File: src/rtl/iob_cache_read_arbiter_axi_pkg.sv
// Shared FSM encoding, reset defaults and one-hot/index helpers for the
// cache line-fill read arbiter.
package iob_cache_read_arbiter_axi_pkg;

    typedef enum logic [2:0] {
        ST_IDLE,
        ST_ISSUE,
        ST_WAIT_BUSY,
        ST_WAIT_DONE,
        ST_DONE
    } arb_state_e;

    localparam logic [3:0] CACHE_AXI_CACHE_MODE_DEFAULT = 4'b0011;

    // Upper bound on requesters the helpers below can encode.
    localparam int MAX_REQ = 32;

    // ORing the indices of set bits yields the index of a one-hot vector (0 if empty).
    function automatic int onehot_to_idx(input logic [MAX_REQ-1:0] onehot);
        int idx;
        idx = 0;
        for (int i = 0; i < MAX_REQ; i++) begin
            if (onehot[i]) begin
                idx = idx | i;
            end
        end
        return idx;
    endfunction

    function automatic logic [MAX_REQ-1:0] idx_to_onehot(input int idx);
        return {{(MAX_REQ-1){1'b0}}, 1'b1} << idx;
    endfunction

endpackage

File: src/rtl/iob_cache_rr_arbiter.sv
// Combinational round-robin picker: searches upward from last_grant+1,
// wrapping, and returns the first requesting index.
module iob_cache_rr_arbiter
    import iob_cache_read_arbiter_axi_pkg::*;
#(
    parameter int N_REQ = 2,
    parameter int REQ_W = $clog2(N_REQ)
) (
    input  logic [N_REQ-1:0] req_i,
    input  logic [REQ_W-1:0] last_grant_i,
    output logic [REQ_W-1:0] grant_o,
    output logic             any_req_o
);

    logic [REQ_W:0]   shift_amt;
    logic [N_REQ-1:0] rot;
    logic [N_REQ-1:0] first_oh;
    logic [N_REQ-1:0] grant_oh;
    logic             found;

    // Rotate so the search start (last_grant+1) lands on bit 0.
    assign shift_amt = {1'b0, last_grant_i} + (REQ_W+1)'(1);
    assign rot       = N_REQ'({req_i, req_i} >> shift_amt);

    // NOTE: every variable written in always_comb gets a default first, so no path can infer a latch.
    always_comb begin
        first_oh = '0;
        found    = 1'b0;
        for (int k = 0; k < N_REQ; k++) begin
            if (!found && rot[k]) begin
                first_oh[k] = 1'b1;
                found       = 1'b1;
            end
        end
    end

    // Rotate the winner back into requester numbering.
    assign grant_oh  = N_REQ'(({first_oh, first_oh} << shift_amt) >> N_REQ);
    assign grant_o   = REQ_W'(onehot_to_idx(MAX_REQ'(grant_oh)));
    assign any_req_o = |req_i;

endmodule

File: src/rtl/iob_cache_read_arbiter_axi.sv
// Shares one AXI line-fill read channel between N_REQ cache requesters;
// the grant is held for a whole fill and returned beats go only to the owner.
module iob_cache_read_arbiter_axi
    import iob_cache_read_arbiter_axi_pkg::*;
#(
    parameter int         N_REQ                = 2,
    parameter int         REQ_W                = $clog2(N_REQ),
    parameter int         LINE_ADDR_W          = 26,
    parameter int         LINE2BE_W            = 2,
    parameter int         BE_DATA_W            = 256,
    parameter logic [3:0] CACHE_AXI_CACHE_MODE = CACHE_AXI_CACHE_MODE_DEFAULT
) (
    input  logic                         clk_i,
    input  logic                         reset_i,
    input  logic [N_REQ-1:0]             req_valid_i,
    input  logic [N_REQ*LINE_ADDR_W-1:0] req_addr_i,
    input  logic [N_REQ*4-1:0]           req_acache_i,
    output logic [N_REQ-1:0]             req_ack_o,
    output logic [N_REQ-1:0]             req_done_o,
    output logic [N_REQ-1:0]             req_read_valid_o,
    output logic [LINE2BE_W-1:0]         req_read_addr_o,
    output logic [BE_DATA_W-1:0]         req_read_rdata_o,
    output logic                         replace_valid_o,
    output logic [LINE_ADDR_W-1:0]       replace_addr_o,
    output logic [3:0]                   replace_acache_o,
    input  logic                         replace_i,
    input  logic                         read_valid_i,
    input  logic [LINE2BE_W-1:0]         read_addr_i,
    input  logic [BE_DATA_W-1:0]         read_rdata_i
);

    arb_state_e             state_q;
    logic [REQ_W-1:0]       grant_q;
    logic [REQ_W-1:0]       last_grant_q;
    logic [LINE_ADDR_W-1:0] addr_q;
    logic [3:0]             acache_q;
    logic                   replace_valid_q;
    logic [N_REQ-1:0]       done_q;

    logic [REQ_W-1:0]       pick;
    logic                   any_req;
    logic                   in_fill;
    logic [LINE_ADDR_W-1:0] addr_arr   [N_REQ];
    logic [3:0]             acache_arr [N_REQ];

    for (genvar i = 0; i < N_REQ; i++) begin : g_unpack
        assign addr_arr[i]   = req_addr_i[i*LINE_ADDR_W +: LINE_ADDR_W];
        assign acache_arr[i] = req_acache_i[i*4 +: 4];
    end

    iob_cache_rr_arbiter #(
        .N_REQ (N_REQ),
        .REQ_W (REQ_W)
    ) u_rr_arbiter (
        .req_i        (req_valid_i),
        .last_grant_i (last_grant_q),
        .grant_o      (pick),
        .any_req_o    (any_req)
    );

    // NOTE: sequential state is assigned with <= so every register samples pre-edge values.
    always_ff @(posedge clk_i) begin
        if (reset_i) begin
            state_q         <= ST_IDLE;
            grant_q         <= '0;
            last_grant_q    <= REQ_W'(N_REQ - 1);
            addr_q          <= '0;
            acache_q        <= CACHE_AXI_CACHE_MODE;
            replace_valid_q <= 1'b0;
            done_q          <= '0;
        end else begin
            case (state_q)
                ST_IDLE: begin
                    if (any_req) begin
                        grant_q         <= pick;
                        addr_q          <= addr_arr[pick];
                        acache_q        <= acache_arr[pick];
                        replace_valid_q <= 1'b1;
                        state_q         <= ST_ISSUE;
                    end
                end
                ST_ISSUE: begin
                    replace_valid_q <= 1'b0;
                    state_q         <= ST_WAIT_BUSY;
                end
                ST_WAIT_BUSY: begin
                    if (replace_i) begin
                        state_q <= ST_WAIT_DONE;
                    end
                end
                ST_WAIT_DONE: begin
                    // A slave-error replay keeps replace high, so the grant simply persists.
                    if (!replace_i) begin
                        done_q  <= N_REQ'(idx_to_onehot(int'(grant_q)));
                        state_q <= ST_DONE;
                    end
                end
                ST_DONE: begin
                    done_q       <= '0;
                    last_grant_q <= grant_q;
                    state_q      <= ST_IDLE;
                end
                default: begin
                    state_q <= ST_IDLE;
                end
            endcase
        end
    end

    assign in_fill = (state_q == ST_WAIT_BUSY) || (state_q == ST_WAIT_DONE);

    assign req_ack_o        = (state_q == ST_IDLE && any_req)
                              ? N_REQ'(idx_to_onehot(int'(pick))) : '0;
    assign req_done_o       = done_q;
    assign req_read_valid_o = (read_valid_i && in_fill)
                              ? N_REQ'(idx_to_onehot(int'(grant_q))) : '0;
    assign req_read_addr_o  = read_addr_i;
    assign req_read_rdata_o = read_rdata_i;

    assign replace_valid_o  = replace_valid_q;
    assign replace_addr_o   = addr_q;
    assign replace_acache_o = acache_q;

endmodule

File: config.mk
export PLATFORM = sky130hd
export DESIGN_NAME = iob_cache_read_arbiter_axi
export DESIGN_NICKNAME = d
export VERILOG_FILES = /design/src/rtl/iob_cache_read_arbiter_axi_pkg.sv /design/src/rtl/iob_cache_rr_arbiter.sv /design/src/rtl/iob_cache_read_arbiter_axi.sv
export SDC_FILE = /design/constraint.sdc
export NUM_CORES = 1
export LEC_CHECK = 0
export ABC_AREA = 1
export ABC_CLOCK_PERIOD_IN_PS = 1500
export CAP_MARGIN = 20
export CORE_AREA = 2 2 242 244
export CTS_BUF_LIST = sky130_fd_sc_hd__clkbuf_4 sky130_fd_sc_hd__clkbuf_8 sky130_fd_sc_hd__clkbuf_16
export DETAILED_ROUTE_END_ITERATION = 12
export DIE_AREA = 0 0 244 246
export PLACE_DENSITY_LB_ADDON = 0.25
export SLEW_MARGIN = 20
export SYNTH_ARGS = -nofsm -noshare
export SYNTH_HDL_FRONTEND = slang
export SYNTH_SLANG_ARGS = --single-unit
File: constraint.sdc
create_clock -name clk_i -period 1.5 [get_ports clk_i]
set_clock_uncertainty 0.05 [all_clocks]
set_input_delay 0.3 -clock clk_i [delete_from_list [all_inputs] [get_ports clk_i]]
set_output_delay 0.3 -clock clk_i [all_outputs]
set_load 0.005 [all_outputs]
# Word level (Yosys, flattened, before mapping)
# Cells that the tools add are included.
[word_totals]
out_inout_bits = 295
reg_bits = 38
inputBits = 324
[classes]
n_bitwise = 1
muxes = 19
n_reduce_logical = 13
n_addsub = 1
n_lt_le_gt_ge = 1
eq_ne = 7
shifts = 4
[ops]
columns = ["op", "count"]
rows = [
  ["$mux W26", 3],
  ["$mux W4", 3],
  ["$pmux W3 S4", 1],
  ["$mux W3", 3],
  ["$eq A3 B2 Y1 const B", 2],
  ["$mux W2", 3],
  ["$ne A2 B2 Y1 const B", 3],
  ["$reduce_and A2 Y1", 3],
  ["$mux W1", 4],
  ["$pmux W2 S2", 1],
  ["$reduce_bool A2 Y1", 2],
  ["$shl A1 B1 Y2 const A", 2],
  ["$shl A4 B2 Y4", 1],
  ["$shr A4 B2 Y2", 1],
  ["$eq A3 B1 Y1 const B", 1],
  ["$eq A3 B3 Y1 const B", 1],
  ["$logic_and A1 B1 Y1", 3],
  ["$logic_not A3 Y1", 1],
  ["$reduce_and A3 Y1", 1],
  ["$add A1 B1 Y2 const B", 1],
  ["$ge A2 B2 Y1 const B", 1],
  ["$not A1 Y2", 1],
  ["$pmux W1 S2", 1],
  ["$reduce_or A2 Y1", 1],
  ["2 further kinds", 2],
]

# Longest topological paths before layout
# Gate-level depths: netlist (run 1).
[depth]
depth_word = 12
mapped_depth = 7

# Hierarchy
# From an unflattened synthesis (run 1), not the netlist that was laid out.
[unflattened]
hier_cells = 540
area_unflattened_um2 = 3807.4
[modules_own_cells]
columns = ["module", "seq_area_each_um2", "cells_per_inst", "area_each_um2", "instances"]
rows = [
  ["iob_cache_read_arbiter_axi", 760.7, 537, 3792.4, 1],
  ["iob_cache_rr_arbiter", 0.0, 3, 15.0, 1],
]

# Worst setup path before layout (run 1)
# No wires, ideal clock.
[synth_path]
path_type = "register to output"
from = "register state_q[0]"
to = "output port req_ack_o[0]"
stages_incl_launch_ff = 5
slack_ns = 0.257
arrival_time_ns = 0.893
t_required_ns = 1.150
path_cell_list = "dfxtp_1 -> nor2_4 -> nand3_2 -> buf_2 -> nor2_1"
[synth_between]
elab_chain_cells = 3
[synth_rtl]
columns = ["item", "line_no", "source"]
rows = [
  ["start: declaration", "iob_cache_read_arbiter_axi.sv:32", "arb_state_e state_q;"],
  ["start signal: assignment", "iob_cache_read_arbiter_axi.sv:64", "state_q <= ST_IDLE;"],
  ["start signal: assignment", "iob_cache_read_arbiter_axi.sv:79", "state_q <= ST_ISSUE;"],
  ["start signal: assignment", "iob_cache_read_arbiter_axi.sv:84", "state_q <= ST_WAIT_BUSY;"],
  ["$logic_not A3 Y1", "iob_cache_read_arbiter_axi.sv:112", "assign req_ack_o = (state_q == ST_IDLE && any_req)"],
  ["$logic_and A1 B1 Y1", "iob_cache_read_arbiter_axi.sv:112", ""],
  ["$mux W2", "iob_cache_read_arbiter_axi.sv:113", "? N_REQ'(idx_to_onehot(int'(pick))) : '0;"],
  ["end: declaration", "iob_cache_read_arbiter_axi.sv:18", "output logic [N_REQ-1:0] req_ack_o,"],
]
# No other way between the ends.

# Final worst setup path (run 1)
[layout_path]
from = "register state_q[2]"
to = "output port req_ack_o[0]"
# The elaborated chain is that of the path after synthesis.

==> summary.txt, run 1 <==
Drt
  – Antenna Nets Post-Route: 0
  – Drt pass-1 iters: 4
  – Final wirelength: 18,900 um
  – Vias/cell: 2.33
  – Initial DRC count: 87
  – Via count: 2,729
  – DRC violations left: 0
  – Avg WL per Cell: 16.1 um

Power
  – Power Dens Cells: 925 nW/um^2
  – Leakage: 1.57 nW
  – Tot Pwr: 3.84 mW
  – Worst VDD drop: 0.000499 V

Place
  – Final GP Congestion: 0.604
  – Post-Place Setup Slack: -0.507 ns
  – HPWL Detailed: 14,500 um
  – # port buffers: 102

Synth
  – Sequential fraction of the synthesis area: 20.1%
  – Mux contribution to synthesized area: 0%
  – Ys Warns: 0
  – Post-Syn Area: 3790 um^2
  – XOR/XNOR Fraction of Synth Area: 0%
  – Syn Area/Cell: 6.93 um^2
  – Yosys reg bits: 38
  – Syn Inst Count: 546
  – Largest family of logic cells by synthesized area: buffers and inverters
  – Post-Synth Simple-Gate Area: 20.8%
  – Netlist cell types: 16
  – Post-synthesis compound-gate area fraction: 4.43%
  – Adder-Cell Fraction of Synth Area: 0%
  – Syn Nets: 870

Run status
  – Status: finished with violations
  – Failing checks: negative setup slack

Worst setup path
  – CP endpoint kind: output port
  – Crit path required time: 1.15 ns
  – WP data arrival: 1.17 ns
  – Worst-path fanout max: 3
  – Reg2reg end: replace_addr_o[4]
  – Worst Setup Start Kind: register
  – Worst Reg2Reg Path Length in Cells: 8
  – Reg-to-reg setup timing slack: 0.06 ns
  – CP Launch Point: state_q[2]
  – Critical path type: reg -> out
  – R2R Path Start: state_q[2]
  – CP Capture Point: req_ack_o[0]

Global routing
  – GR Util All Layers: 6.11%
  – Initial antenna violation count: 3
  – Largest net degree at the start of global routing: 32
  – Vias in the first global route: 2,879
  – Grt ovf: 0
  – First-pass GRT wire length: 23,800 um

Clock tree
  – Worst-path clk slew: 0.08 ns
  – Max clock buf depth: 2
  – Worst skew pair latency: 0.32 ns
  – Clock root buffer: clkbuf_16
  – CTS tree: done
  – # H-tree levels: 2
  – Num CTS Buffers: 5
  – Clk sinks: 38

STA
  – RSZ-0062 raised after global routing: yes
  – Final setup violating endpoints: 2
  – Final Hold Viols: 0
  – Min Tclk post-route: 1.52 ns
  – Tcrit/Tclk final: 102%
  – PnR worst setup slack: -0.0250 ns
  – Worst-margin pin slew: 0.372 ns
  – Fmax: 656 MHz
  – Max-slew violation count: 0
  – Worst slew margin: 75.2%

Floorplanning
  – # rows: 88
  – Die width: 244 um
  – Die H: 246 um
  – Die ar.: 60,000 um^2
  – Core area: 57,400 um^2
  – Initial Utilization: 6.60%
  – Num ports: 619

Worst hold path
  – Min-Delay Path Class: in -> reg

Job
  – Max Cap Viol: 0

Cells and area
  – Area grow syn2layout: 9.62%
  – Layout cells sized above 1: 17.5%
  – Final layout net count: 728
  – Most common cell after layout, fill and taps aside: nand2_1
  – Most frequent cells in the layout: 133 x nand2_1, 62 x clkdlybuf4s50_1, 35 x nand3_1, 32 x dlygate4sd2_1, 31 x a21oi_1
report_power, final:
part / switching [mW] / leakage [nW] / internal [mW]
registers: 0.106 / 0.320 / 1.16
logic: 0.692 / 1.17 / 0.614
clock network: 0.601 / 0.0729 / 0.664
total: 1.40 / 1.57 / 2.44
routing by layer:
metal | track usage [%] | routed length [um] | vias to the layer above | part of all wire [%]
li1 | - | - | 1156 | -
met1 | 5.13 | 5610 | 1116 | 30
met2 | 8.46 | 7600 | 299 | 40
met3 | 4.74 | 3400 | 156 | 18
met4 | 7.17 | 2190 | 2 | 12
met5 | 0.817 | 68 | - | 0.36
state kept, by name, indices dropped and copies added (netlist names):
register,cells
state_q,3
replace_valid_o,1
req_done_o,2
replace_addr_o,26
replace_acache_o,4
grant_q,1
last_grant_q,1
metrics by stage:
step	instances	hold WS, ns	utilization, %	cell area (um^2)	TNS (ns)
final	1171	0.311	7.23	4150	-0.0465
after floorplan	546	0.319	-	3790	0
after CTS	1170	0.284	7.14	4100	-2.19
after global routing	1171	0.305	7.23	4150	-0.215
after global placement	1160	0.400	6.84	3930	-13.02
after detailed placement	1160	0.405	6.84	3930	-13.78
critical path, stage by stage, from the launching register on:
cell     delay (ns)
dfxtp_4        0.37
nor2_4         0.11
buf_6          0.12
nand3_4        0.07
nor2_2         0.08
buf_2          0.11
Yosys cell counts (all sizes together):
cell / instances / area (um^2)
a21oi: 31 / 155
buf: 273 / 2030
clkbuf: 3 / 11.3
dfxtp: 38 / 761
inv: 9 / 33.8
nand2: 137 / 514
nand3: 37 / 190
nand4: 1 / 6.26
nor2: 14 / 70.1
nor3: 1 / 5.00
o211ai: 1 / 7.51
o21ai: 1 / 5.00
cell type report:
type,count,area [um^2]
multi-input combinational,223,986
fill,6773,53200
tap,765,957
antenna,1,2.50
inverter,9,38.8
sequential,38,795
clock buffer,6,139
timing repair buffer,127,1220
clock inverter,2,12.5
how the worst min path moves through the flow:
stage                        startpoint             endpoint  slack (ns)  depth (start not counted)
final                           reset_i  replace_acache_o[1]        0.31                          3
after global routing            reset_i  replace_acache_o[1]        0.31                          3
after CTS                       reset_i  replace_acache_o[1]        0.28                          3
after detailed placement  req_done_o[1]        req_done_o[1]        0.41                          2
after global placement    req_done_o[1]        req_done_o[1]        0.40                          2
after floorplan                 reset_i   replace_addr_o[18]        0.32                          1
what timing repair did:
| item | 4_1_cts | 5_1_grt |
|---|---|---|
| hold buffers | 0 | 0 |
| gates cloned | 0 | 0 |
| setup buffers | 2 | 0 |
| pin swaps | 6 | 5 |
| endpoints found under the setup margin | 65 | 33 |
| gates resized for setup | 80 | 14 |
kinds of logic (layout without fill, tap and decap cells):
kind of cell	count (synthesis)	after routing
buffers and inverters	285	144
AND/OR/NAND/NOR	190	190
flip-flops	38	38
AO/OA/AOI/OAI	33	33
other	0	1
Note: power is estimated with default switching activity, not from simulation.
==> run 2: changes to the inputs <==
--- a/config.mk
+++ b/config.mk
@@ -9,7 +9,7 @@
 export ABC_CLOCK_PERIOD_IN_PS = 1500
 export CAP_MARGIN = 20
 export CORE_AREA = 2 2 242 244
-export CTS_BUF_LIST = sky130_fd_sc_hd__clkbuf_4 sky130_fd_sc_hd__clkbuf_8 sky130_fd_sc_hd__clkbuf_16
+export CTS_BUF_LIST = sky130_fd_sc_hd__clkbuf_4 sky130_fd_sc_hd__clkbuf_8
 export DETAILED_ROUTE_END_ITERATION = 12
 export DIE_AREA = 0 0 244 246
 export PLACE_DENSITY_LB_ADDON = 0.25
==> run 2 against run 1 <==
Effect of this change: the run still ends with negative setup slack left; wire length up 3.7%; sequential power hardly changed; final area up 1.8%.
==> summary.txt, run 2 (synthesized netlist as in run 1, its figures left out) <==
Run status
  – Status: finished with violations
  – Failing checks: negative setup slack

Drt
  – Via count: 2,764 (+1.3%)
  – Vias/cell: 2.35 (+0.85%)
  – DRC violations left: 0 (unchanged)
  – Antenna Nets Post-Route: 0 (unchanged)
  – Final wirelength: 19,600 um (+3.7%)
  – Initial DRC count: 75 (-14%)
  – Drt pass-1 iters: 4 (unchanged)
  – Avg WL per Cell: 16.6 um (+3.3%)

Floorplanning
  – Die H: 246 um (unchanged)
  – Die ar.: 60,000 um^2 (unchanged)
  – # rows: 88 (unchanged)
  – Initial Utilization: 6.60% (unchanged)
  – Die width: 244 um (unchanged)
  – Num ports: 619 (unchanged)
  – Core area: 57,400 um^2 (unchanged)

Power
  – Switch share: 38.6% (+2.2 points)
  – Power Dens Cells: 888 nW/um^2 (-4.0%)
  – Leakage: 1.59 nW (+1.8%)
  – Clock share of power: 25.2% (-7.8 points)
  – Tot Pwr: 3.75 mW (-2.3%)
  – Logic pwr share: 40.6% (+6.6 points)
  – Worst VDD drop: 0.000517 V (+3.5%)
  – Sw power: 1.45 mW (+3.7%)
  – Cell-internal power: 2.30 mW (-5.6%)
  – Seq pwr share: 34.1% (+1.1 points)

Global routing
  – First-pass GRT wire length: 24,400 um (+2.6%)
  – GR Util All Layers: 6.28% (+0.17 points)
  – Initial antenna violation count: 3 (unchanged)
  – Largest net degree at the start of global routing: 32 (unchanged)
  – Vias in the first global route: 2,927 (+1.7%)
  – Grt ovf: 0 (unchanged)

Place
  – # port buffers: 102 (unchanged)
  – Final GP Congestion: 0.604 (unchanged)
  – HPWL Detailed: 14,500 um (unchanged)
  – Inst Count DP: 1,160 (unchanged)

STA
  – Hold Slack: 0.268 ns (-0.0430 ns)
  – Setup_tns: -0.173 ns (-0.126 ns)
  – Final setup violating endpoints: 5 (+3)
  – Tcrit/Tclk final: 105% (+3.8 points)
  – RSZ-0062 raised after global routing: yes
  – Max-slew violation count: 0 (unchanged)
  – PnR worst setup slack: -0.0815 ns (-0.0565 ns)
  – Worst-margin pin slew: 0.483 ns (+0.111 ns)
  – Fmax: 632 MHz (-3.6%)
  – Final Hold Viols: 0 (unchanged)
  – Min Tclk post-route: 1.58 ns (+0.0565 ns)
  – Worst slew margin: 67.8% (-7.4 points)

Clock tree
  – Hold buffers post-CTS: 0 (unchanged)
  – Max clock buf depth: 2 (unchanged)
  – Clock root buffer: clkbuf_8
  – Worst skew pair latency: 0.36 ns (+0.04 ns)
  – Num CTS Buffers: 5 (unchanged)
  – Worst-path clk slew: 0.12 ns (+0.04 ns)
  – # H-tree levels: 2 (unchanged)
  – Clk sinks: 38 (unchanged)
  – CTS tree: done

Cells and area
  – Most common cell after layout, fill and taps aside: nand2_1
  – Storage element area: 815 um^2 (+2.5%)
  – Filler cells: 6,766 (-0.10%)
  – Max FFs per register: 26 (unchanged)
  – Finished Layout Cells: 1,176 (+0.43%)
  – Final layout net count: 733 (+0.69%)
  – Layout cells sized above 1: 22.7% (+5.2 points)
  – Multi-input combinational cell area: 993 um^2 (+0.76%)
  – Final core utilization: 7.37% (+0.13 points)
  – Area grow syn2layout: 11.6%
  – Most frequent cells in the layout: 133 x nand2_1, 62 x clkdlybuf4s50_1, 35 x nand3_1, 32 x dlygate4sd2_1, 31 x a21oi_1

Job
  – Max Cap Viol: 0 (unchanged)

Worst setup path
  – Crit path required time: 1.15 ns (about the same)
  – Worst Reg2Reg Path Length in Cells: 6 (-2)
  – Reg-to-reg setup timing slack: -0.01 ns (-0.07 ns)
  – CP endpoint kind: output port
  – Critical path type: reg -> out
  – R2R Path Start: state_q[2]
  – Worst Setup Start Kind: register
  – WP data arrival: 1.23 ns (+0.06 ns)
  – Reg2reg end: replace_addr_o[4]
  – Worst-path fanout max: 3 (unchanged)

Worst hold path
  – Hold worst-path end: replace_acache_o[1]
  – Hold Crit Depth: 3 (unchanged)
  – Hold wc startpoint: reset_i
  – Min-Delay Path Class: in -> reg
==> run 2: how the worst max path moves through the flow <==
stage,startpoint,endpoint,slack [ns],depth (start not counted)
after floorplan,state_q[0],req_ack_o[0],0.26,4
after global placement,req_valid_i[0],req_ack_o[0],-0.52,6
after detailed placement,req_valid_i[0],req_ack_o[0],-0.51,6
after CTS,state_q[2],req_ack_o[1],-0.22,6
after global routing,state_q[2],req_ack_o[1],-0.19,6
final,state_q[2],req_ack_o[1],-0.08,6
==> run 2: area by class of cell <==
cell class                 instances  area share (%)
sequential                        38            19.3
clock buffer                       6            1.95
tap                              765            22.7
multi-input combinational        223            23.5
clock inverter                     2           0.296
inverter                           9           0.977
antenna                            1          0.0592
timing repair buffer             132            31.3
==> run 2: power by group through the flow <==
stage / logic [mW] / registers, mW / clock network, mW
final: 1.52 / 1.28 / 0.947
after global routing: 1.70 / 1.31 / 1.10
after CTS: 1.53 / 1.29 / 1.08
after detailed placement: 1.36 / 1.29 / 0
after global placement: 1.36 / 1.29 / 0
after floorplan: 1.07 / 1.26 / 0
==> run 2: through the flow <==
stage | setup WS [ns] | cell area, um^2
2_1_floorplan | 0.257 | 3790
3_3_place_gp | -0.522 | 3930
5_1_grt | -0.185 | 4230
4_1_cts | -0.221 | 4170
3_5_place_dp | -0.507 | 3930
6_report | -0.0815 | 4230
==> run 2: timing repair <==
action                                  CTS  global route
resized for setup                       103            10
buffers inserted                          5             0
pin swaps                                 7             6
endpoints found under the setup margin   65            35
gates cloned                              2             1
==> run 2: routing by layer <==
metal	wire, um	share of wire [%]	vias up	global-route usage (%)
li1	-	-	1165	-
met1	6200	32	1126	5.37
met2	7830	40	313	8.67
met3	3240	17	158	4.73
met4	2240	11	2	7.39
met5	69	0.35	-	0.817
==> run 2: critical path, stage by stage, from the launching register on <==
cell and delay (ns):
dfxtp_4 0.38, nor2_4 0.12, nand2_2 0.08, nor2_4 0.09, nand2_2 0.06, inv_2 0.05, buf_6 0.08
==> run 3: changes to the inputs <==
--- a/config.mk
+++ b/config.mk
@@ -8,10 +8,10 @@
 export ABC_AREA = 1
 export ABC_CLOCK_PERIOD_IN_PS = 1500
 export CAP_MARGIN = 20
-export CORE_AREA = 2 2 242 244
+export CORE_AREA = 4 4 237 239
 export CTS_BUF_LIST = sky130_fd_sc_hd__clkbuf_4 sky130_fd_sc_hd__clkbuf_8
 export DETAILED_ROUTE_END_ITERATION = 12
-export DIE_AREA = 0 0 244 246
+export DIE_AREA = 0 0 241 243
 export PLACE_DENSITY_LB_ADDON = 0.25
 export SLEW_MARGIN = 20
 export SYNTH_ARGS = -nofsm -noshare
==> run 3 against run 2 <==
Effect of this change: the run still ends with negative setup slack left; sequential share of layout area up 0.18 points; sequential cell count unchanged; maximum frequency fell by 1.7%; hold slack better by 0.0091 ns; critical path depth rose by 5; count of clock-buffer cells in the layout unchanged; final area shrank 4.6%; first-iteration DRC count decreased by 19%; register-to-register slack lost 0.098 ns; critical endpoint is now grant_q; largest cell class unchanged; largest power group unchanged; highest routed layer unchanged.
==> summary.txt, run 3 (synthesized netlist as in run 1, its figures left out) <==
STA
  – Hold Slack: 0.277 ns (+0.00911 ns)
  – RSZ-0062 raised after global routing: yes
  – PnR worst setup slack: -0.108 ns (-0.0266 ns)
  – Max-slew violation count: 0 (unchanged)
  – Fmax: 622 MHz (-1.7%)
  – Final setup violating endpoints: 5 (unchanged)
  – Worst slew margin: 67.3% (-0.51 points)
  – Final Hold Viols: 0 (unchanged)
  – Min Tclk post-route: 1.61 ns (+0.0266 ns)
  – Worst-margin pin slew: 0.491 ns (+0.00772 ns)
  – Tcrit/Tclk final: 107% (+1.8 points)

Place
  – Final GP Congestion: 0.665 (+10%)
  – # port buffers: 102 (unchanged)
  – HPWL Detailed: 13,500 um (-6.7%)
  – Post-Place Setup Slack: -0.649 ns (-0.142 ns)
  – Inst Count DP: 1,088 (-6.2%)

Clock tree
  – # H-tree levels: 2 (unchanged)
  – Worst-path clk slew: 0.11 ns (about the same)
  – Clk sinks: 38 (unchanged)
  – Max clock buf depth: 2 (unchanged)
  – Clock root buffer: clkbuf_8
  – CTS tree: done
  – Hold buffers post-CTS: 0 (unchanged)
  – Worst skew pair latency: 0.35 ns (about the same)
  – Num CTS Buffers: 5 (unchanged)

Power
  – Switch share: 38.7% (+0.039 points)
  – Worst VDD drop: 0.000544 V (+5.2%)
  – Sw power: 1.35 mW (-6.6%)
  – Logic pwr share: 37.7% (-2.9 points)
  – Cell-internal power: 2.15 mW (-6.8%)
  – Seq pwr share: 35.6% (+1.5 points)
  – Tot Pwr: 3.50 mW (-6.7%)
  – Power Dens Cells: 868 nW/um^2 (-2.2%)
  – Leakage: 1.55 nW (-2.7%)
  – Clock share of power: 26.7% (+1.5 points)

Worst setup path
  – Max incr delay on CP: 0.33 ns (-0.05 ns)
  – Reg2reg end: grant_q
  – Delay-heaviest family, CP: buffers and inverters
  – Worst-path fanout max: 3 (unchanged)
  – Cell mode on critical path: buf_6
  – WP data arrival: 1.86 ns (+0.63 ns)
  – Slowest library cell on the worst path: dfxtp_2
  – Worst Setup Start Kind: register
  – Worst path cell trace: inv_1 > nand2_2 > nor2_4 > nand2_2 > buf_4 > buf_6 > buf_6 > buf_6 > buf_6 > buf_6 > a21oi_2
  – Crit path buf inv count: 7 (+5)
  – Crit path required time: 1.75 ns (+0.60 ns)
  – R2R Path Start: state_q[1]
  – Critical path type: reg -> reg
  – CP endpoint kind: register
  – Worst Reg2Reg Path Length in Cells: 11 (+5)
  – Reg-to-reg setup timing slack: -0.11 ns (-0.10 ns)

Drt
  – DRC violations left: 0 (unchanged)
  – Via count: 2,735 (-1.0%)
  – Drt pass-1 iters: 4 (unchanged)
  – Final wirelength: 17,700 um (-9.8%)
  – Vias/cell: 2.47 (+5.2%)
  – Initial DRC count: 61 (-19%)
  – Avg WL per Cell: 16.0 um (-4.1%)
  – Antenna Nets Post-Route: 0 (unchanged)

Floorplanning
  – Num ports: 619 (unchanged)
  – Die ar.: 58,600 um^2 (-2.4%)
  – # rows: 85 (-3.4%)
  – Die H: 243 um (-1.2%)
  – Core area: 53,800 um^2 (-6.2%)
  – Die width: 241 um (-1.2%)
  – Initial Utilization: 7.04% (+0.44 points)

Cells and area
  – Max FFs per register: 26 (unchanged)
  – Finished Layout Cells: 1,106 (-6.0%)
  – Layout cells sized above 1: 19.6% (-3.1 points)
  – Area grow syn2layout: 6.51%
  – Most frequent cells in the layout: 133 x nand2_1, 62 x clkdlybuf4s50_1, 35 x nand3_1, 32 x dlygate4sd2_1, 30 x a21oi_1
  – Filler cells: 6,407 (-5.3%)
  – Final layout net count: 732 (-0.14%)
  – Most common cell after layout, fill and taps aside: nand2_1

Global routing
  – Initial antenna violation count: 2 (-1)
  – GR Util All Layers: 5.83% (-0.45 points)
  – Largest net degree at the start of global routing: 33 (+3.1%)
  – Grt ovf: 0 (unchanged)
  – Vias in the first global route: 3,108 (+6.2%)
  – First-pass GRT wire length: 23,000 um (-5.7%)

Worst hold path
  – Hold Crit Depth: 3 (unchanged)
  – Hold wc startpoint: reset_i
  – Hold worst-path end: replace_acache_o[1]
  – Min-Delay Path Class: in -> reg

Run status
  – Status: finished with violations
  – Failing checks: negative setup slack

Job
  – Max Cap Viol: 0 (unchanged)
[run 3: cell count changes in the layout (fill, tap and decap cells not counted), sizes merged]
cell | before | now
clkbuf | 7 | 6
[run 3: worst reg2reg max path, stage by stage, from the launching register on]
cell	delay, ns
dfxtp_2	0.33
inv_1	0.15
nand2_2	0.11
nor2_4	0.11
nand2_2	0.07
buf_4	0.13
buf_6	0.10
buf_6	0.10
buf_6	0.10
buf_6	0.10
buf_6	0.10
a21oi_2	0.09
[run 3: what timing repair did]
action,CTS,global route
resized for setup,81,14
buffers inserted,11,2
pin swaps,7,6
endpoints found under the setup margin,67,34
[run 3: layer usage]
layer	track usage, %	up-vias	routed length [um]
met3	4.69	148	3200
met1	4.94	1124	5400
li1	-	1157	-
met5	0	-	13
met2	8.00	304	7050
met4	6.51	2	1990
[run 3: worst max path at each step]
stage / depth (start not counted) / endpoint / start / slack [ns]
2_1_floorplan: 4 / req_ack_o[0] / state_q[0] / 0.26
3_5_place_dp: 6 / req_ack_o[0] / req_valid_i[0] / -0.65
5_1_grt: 5 / req_ack_o[0] / state_q[0] / -0.20
3_3_place_gp: 6 / req_ack_o[0] / req_valid_i[0] / -0.64
4_1_cts: 5 / req_ack_o[0] / state_q[2] / -0.24
6_report: 11 / grant_q / state_q[1] / -0.11
[run 3: final cells by class]
type                            count  area (um^2)  share of cell area (%)
Timing Repair Buffer              131         1240                    30.7
Multi-Input combinational cell    223         1000                    24.9
Tap cell                          696          871                    21.6
Antenna cell                        1         2.50                  0.0621
Clock buffer                        6         82.6                    2.05
Sequential cell                    38          785                    19.5
Clock inverter                      2         12.5                   0.310
Inverter                            9         36.3                   0.900
[run 3: power by group through the flow]
stage,Sequential (mW),Clock (mW),Combinational [mW]
floorplan,1.26,0,1.07
global placement,1.26,0,1.33
detailed placement,1.26,0,1.34
CTS,1.25,1.10,1.32
global route,1.27,1.11,1.50
finish,1.25,0.936,1.32
[run 3: per-stage QoR]
| stage | utilization (%) | cell area [um^2] | TNS (ns) |
|---|---|---|---|
| floorplan | - | 3790 | 0 |
| global placement | 7.07 | 3800 | -17.49 |
| detailed placement | 7.07 | 3800 | -18.44 |
| CTS | 7.36 | 3960 | -0.688 |
| global route | 7.49 | 4030 | -2.45 |
| finish | 7.49 | 4030 | -0.309 |
